===== src/rtl/sha3_digest_serializer.sv =====
// sha3_digest_serializer: captures the digest lanes of a final Keccak state and
// streams them out as 32-bit words, low half of each lane first.
module sha3_digest_serializer #(
  parameter int DIGEST_BITS = 256
) (
  input  logic             clk,
  input  logic             rstn,
  input  logic [4:0][63:0] isa,
  input  logic [4:0][63:0] isb,
  input  logic [4:0][63:0] isc,
  input  logic [4:0][63:0] isd,
  input  logic [4:0][63:0] ise,
  input  logic             sample,
  output logic             iready,
  output logic [31:0]      odata,
  output logic             ovalid,
  input  logic             oready,
  output logic             olast,
  output logic             ooverrun
);
  localparam int WORDS = DIGEST_BITS / 32;
  localparam int LANES = (WORDS + 1) / 2;
  localparam logic [3:0] LAST = 4'(WORDS - 1);
  if (DIGEST_BITS != 224 && DIGEST_BITS != 256 && DIGEST_BITS != 384 && DIGEST_BITS != 512) begin : g_bad_digest
    $error("sha3_digest_serializer: DIGEST_BITS must be 224, 256, 384 or 512");
  end
  typedef enum logic {IDLE, EMIT} state_t;
  state_t state_q, state_d;
  logic [3:0] idx_q, idx_d;
  logic [7:0][63:0] lane_q, lane_d;
  logic ovr_q, ovr_d;
  logic [7:0][63:0] in_lanes;
  logic cap;
  logic unused_in;
  // Squeeze order: the five lanes of row a, then the first lanes of row b.
  assign in_lanes = {isb[2:0], isa};
  assign unused_in = ^{in_lanes, isb[4:3], isc, isd, ise};
  assign ooverrun = ovr_q;
  always_comb begin
    ovalid = state_q == EMIT;
    olast = ovalid && idx_q == LAST;
    iready = !ovalid || (olast && oready);
    odata = !ovalid ? '0 : idx_q[0] ? lane_q[idx_q[3:1]][63:32] : lane_q[idx_q[3:1]][31:0];
    cap = sample && iready;
    state_d = cap ? EMIT : (olast && oready) ? IDLE : state_q;
    idx_d = (cap || (olast && oready)) ? 4'd0 : (ovalid && oready) ? idx_q + 4'd1 : idx_q;
    ovr_d = sample && !iready;
    lane_d = lane_q;
    for (int l = 0; l < LANES; l++) lane_d[l] = cap ? in_lanes[l] : lane_q[l];
  end
  always_ff @(posedge clk or negedge rstn) begin
    if (!rstn) begin
      state_q <= IDLE;
      idx_q <= '0;
      lane_q <= '0;
      ovr_q <= 1'b0;
    end else begin
      state_q <= state_d;
      idx_q <= idx_d;
      lane_q <= lane_d;
      ovr_q <= ovr_d;
    end
  end
endmodule


===== config.mk =====
export PLATFORM = sky130hd
export DESIGN_NAME = sha3_digest_serializer
export DESIGN_NICKNAME = d
export VERILOG_FILES = /design/src/rtl/sha3_digest_serializer.sv
export SDC_FILE = /design/constraint.sdc
export NUM_CORES = 1
export LEC_CHECK = 0
export BUFFER_PORTS_ARGS = -buffer_cell sky130_fd_sc_hd__buf_4
export CORE_AREA = 3 3 633 635
export CTS_CLUSTER_DIAMETER = 60
export DETAILED_ROUTE_END_ITERATION = 16
export DIE_AREA = 0 0 636 638
export REMOVE_ABC_BUFFERS = 1
export SLEW_MARGIN = 20
export SYNTH_ARGS = -nofsm -noshare
export SYNTH_HDL_FRONTEND = slang
export SYNTH_SLANG_ARGS = --single-unit

===== constraint.sdc =====
create_clock -name clk -period 2.35 [get_ports clk]
set_input_delay 0.235 -clock clk [delete_from_list [all_inputs] [get_ports clk]]
set_output_delay 0.235 -clock clk [all_outputs]
set_load 0.05 [all_outputs]

# Word level (Yosys, flattened, before mapping)
# Index checks and enable logic that the tools add are counted.
word_totals:
  register_bits: 262
  input_bits: 1604
  out_inout_bits: 36
  elab_cells: 29
op_classes:
  addsub: 1
  order_cmp: 1
  n_eq_ne: 1
  n_mux: 8
  n_reduce_logical: 11
ops:
  columns: ["cell", "n"]
  rows:
  - ["binary-select mux 64 bit (select 3 bit)", 1]
  - ["two-way mux 32 bit", 2]
  - ["two-way mux 64 bit", 1]
  - ["two-way mux 4 bit", 2]
  - ["logical AND 1 bit", 5]
  - ["adder 4 x 1 -> 4 bit, second input constant", 1]
  - ["== test 4 x 3 -> 1 bit, second input constant", 1]
  - ["< comparator 3 x 4 -> 1 bit, second input constant", 1]
  - ["nonzero test 2 bit", 2]
  - ["logical NOT 1 bit", 2]
  - ["logical OR 1 bit", 2]
  - ["two-way mux 1 bit", 2]

# Longest topological paths before layout
logic_depth:
  ltp_word: 7
  depth_mapped: 6

# Worst setup path after synthesis
# OpenSTA, ideal clock, no wires.
synth_timing:
  path_type: "register to output"
  startpoint: "register state_q, in the netlist ovalid"
  endpoint: "output odata[0]"
  arrival_ns: 2.405
  slack_ns: -0.290
  stages_incl_launch_ff: 6
  path_buffers: 3
  path_cell_list: "dfrtp_1 > buf_2 > nand2b_1 > clkbuf_1 > clkbuf_1 > nor3_1"
synth_via:
  elab_chain_len: 1
synth_lines:
  columns: ["element", "line_no", "text"]
  rows:
  - ["start: declaration", "28", "state_t state_q, state_d;"]
  - ["start signal: assignment", "58", "state_q <= state_d;"]
  - ["two-way mux 32 bit", "43", "odata = !ovalid ? '0 : idx_q[0] ? lane_q[idx_q[3:1]][63:32] : lane_q[idx_q[3:1]][31:0];"]
  - ["end: declaration", "15", "output logic [31:0] odata,"]
# No other way between the ends.

# Worst setup path in the final report
layout_timing:
  startpoint: "register idx_q[1]"
  endpoint: "output odata[22]"
layout_via:
  elab_chain_len: 4
layout_lines:
  columns: ["element", "line_no", "text"]
  rows:
  - ["start: declaration", "29", "logic [3:0] idx_q, idx_d;"]
  - ["start signal: assignment", "59", "idx_q <= idx_d;"]
  - ["binary-select mux 64 bit (select 3 bit)", "43", null]
  - ["two-way mux 64 bit (not written as such)", "43", null]
  - ["two-way mux 32 bit (2 in series)", "43", null]
# No other way between the ends. The select of a mux whose other input is x is not followed.

==> impl_metrics.json <==
{
  "status": "complete, but fails checks",
  "violations": "negative setup slack",
  "yosys.cell_types.count": 27,
  "detail-route-antenna-nets": 0,
  "start_util_pct": 3.347,
  "relSlewSlack_pct": 61.21,
  "hpwl_mm": 50.61,
  "vias": 10110,
  "drc_errors": 0,
  "worstHoldPathType": "in2async",
  "cp_num_buf_inv": 4,
  "cts_buffers": 34,
  "setup_viol": 271,
  "worst-path-max-fanout": 7,
  "cp_cell_sequence": "buf_12 > buf_12 > mux2i_1 > a22o_1 > nor3_2 > buf_4 > buf_8",
  "rows": 231,
  "hold_ws_ps": 273.3,
  "async_reset_ff_share_pct": 100.0,
  "clkPwrFrac_pct": 15.9,
  "power_frac_comb_pct": 61.5,
  "netlist_area_um2": 13240,
  "pin_count": 1640,
  "clock_latency_ps": 600,
  "ir_worst_vdd_uv": 686.4,
  "synth-seq-cells": 262,
  "drt_wl_total_mm": 73.82,
  "fillerInstances": 45530,
  "cts.clk_slew.worst_paths_ps": 60,
  "drt-initial-drc-count": 513,
  "final_cell_mix": "buf_4, mux2_4, dlygate4sd3_1, dfrtp_1, mux2i_1",
  "power_mw": 36.28,
  "fin_crit_sh_pct": 116.7,
  "synth-edff-count": 0,
  "final_common_cell": "buf_4",
  "viasPerCell": 1.485,
  "tightest_slew_ps": 581.9,
  "cp_common_cell": "buf_12",
  "drive_above_1_share_pct": 59.07,
  "clock_path_buffers": 3,
  "grt_pass1_vias": 11640,
  "wl_per_cell_um": 10.85,
  "yosys_warnings": 0,
  "synth_area_leader_cell": "dfrtp_1",
  "maxCapViolCount": 0,
  "powerDensity_nw_per_um2": 1246,
  "cp_slowest_cell": "dfrtp_4",
  "avgSynthCellArea_um2": 15.90,
  "p_leak_nw": 10.66,
  "die_h_um": 638,
  "tritoncts": "built",
  "hold_viol": 0,
  "fin_skew_ps": 22.85,
  "power.internal_mw": 21.30,
  "synth_cells": 833,
  "clockRootBuffer": "clkbuf_16",
  "rsz0062_at_grt": "yes",
  "grt_usage_pct": 3.580,
  "fin_area_um2": 29110,
  "place_ws_ps": -403.4,
  "slew_viol_final": 0,
  "dieArea_um2": 405800,
  "fmax_mhz": 364.8,
  "place_area_um2": 22440,
  "synthFlopType": "dfrtp_1",
  "gp_congestion": 0.7070,
  "synth_area_leaders": "dfrtp_1, mux2_4, mux2_2",
  "cts_sinks": 262,
  "fp.dieW_um": 636,
  "finalWorstSetupSlack_ps": -391.3,
  "grt.overflow.total": 0,
  "grt_max_degree": 61,
  "path_class": "reg2out",
  "slowest_delay_ps": 550,
  "synth_top_cell_area_share_pct": 49.51,
  "seq_power_share_pct": 22.6,
  "antenna_found_initial": 20,
  "path_delay_family": "buffers and inverters",
  "syn_to_final_growth_pct": 119.8,
  "period_minus_slack_ps": 2741,
  "yosysSeqAreaShare_pct": 49.51,
  "grt_pass1_wl_mm": 98.68,
  "core_area_um2": 395700,
  "startpoint_type": "flip-flop",
  "io_buffer_count": 295,
  "nets": 3130,
  "htreeDepth": 2,
  "firstDrtPassIters": 5,
  "cp-end-kind": "primary output",
  "power.switching_mw": 14.98,
  "worst_ep_arrival_time_ps": 2510,
  "p_sw_share_pct": 41.29,
  "cp.required_ps": 2120,
  "fin_tns_setup_ps": -36240
}
[metal layers]
metal  part of all wire (%)  vias to the layer above  track usage [%]
met3                    5.7                      129            1.006
met5                  0.018                        -                0
met2                     51                      265            6.330
li1                       -                     4483                -
met1                     39                     5226            3.978
met4                    3.7                        2            1.577
[metrics by stage]
step | std cells | util, %
final | 6805 | 7.358
after global routing | 6803 | 7.356
after CTS | 6791 | 7.283
after detailed placement | 6393 | 5.672
after global placement | 6393 | 5.671
after floorplan | 771 | -
[cell type report]
class / instances / area [um2] / share of cell area, %
multi-input combinational: 508 / 6815 / 23.41
tap: 5242 / 6559 / 22.53
sequential: 262 / 6563 / 22.54
inverter: 1 / 3.754 / 0.01289
timing repair buffer: 718 / 7955 / 27.33
clock buffer: 42 / 922.1 / 3.167
clock inverter: 18 / 260.3 / 0.8939
antenna: 14 / 35.03 / 0.1203
[repair_timing]
action / 4_1_cts / 5_1_grt
endpoints found under the setup margin: 274 / 290
gates resized for setup: 276 / 48
hold buffers: 259 / 0
pin swaps: 42 / 22
endpoints found under the hold margin: 316 / 0
cloned: 34 / 2
setup buffers: 51 / 4
[registers in the layout, indices dropped and copies added, names as in the netlist]
signal and flops:
ooverrun 1, ovalid 1, idx_q 4, lane_q 256
[Yosys cell counts, types with 2 or more instances]
master and n:
a22o_1 32, a21oi_1 2, buf_12 26, buf_4 7
nor3_1 32, mux2i_1 66, clkbuf_1 20, o21ai_0 3
dfrtp_1 262, nand3_1 3, buf_2 6, mux2_4 240
nor2_1 3, nand2b_1 4, nand2_1 4, clkbuf_4 2
o22ai_1 32, mux2_2 80
[power groups by stage]
stage / clock network, mW / registers (mW) / logic, mW
final: 5.77 / 8.19 / 22.3
after global routing: 6.19 / 8.46 / 24.0
after detailed placement: 0 / 8.11 / 18.2
after floorplan: 0 / 7.86 / 8.95
after global placement: 0 / 8.09 / 18.2
after CTS: 6.08 / 8.11 / 22.7
[cells by family (layout without fill, tap and decap cells)]
logic type      after synthesis  after routing  share of synthesized area [%]
compound gates               70             70                          3.959
mux                         386            386                          39.00
other cells                   0             14                              0
simple gates                 51             51                          2.088
buf+inv                      63            779                          5.348
fa+ha+maj                     1              1                        0.09447
flops                       262            262                          49.51
[worst paths after layout]
check	start	end	slack, ps	cells past startpoint
worst max-delay path	idx_q[1]$_DFFE_PN0P_	odata[22]	-390	7
worst min register to register	lane_q[225]$_DFFE_PN0P_	lane_q[225]$_DFFE_PN0P_	500	1
worst min-delay path	rstn	lane_q[76]$_DFFE_PN0P_	270	2
min in group clk	isa[198]	lane_q[198]$_DFFE_PN0P_	410	3
worst max register to register	idx_q[1]$_DFFE_PN0P_	lane_q[70]$_DFFE_PN0P_	-240	12
max in group asynchronous	rstn	lane_q[49]$_DFFE_PN0P_	1320	3
(Power assumes the default switching activity.)
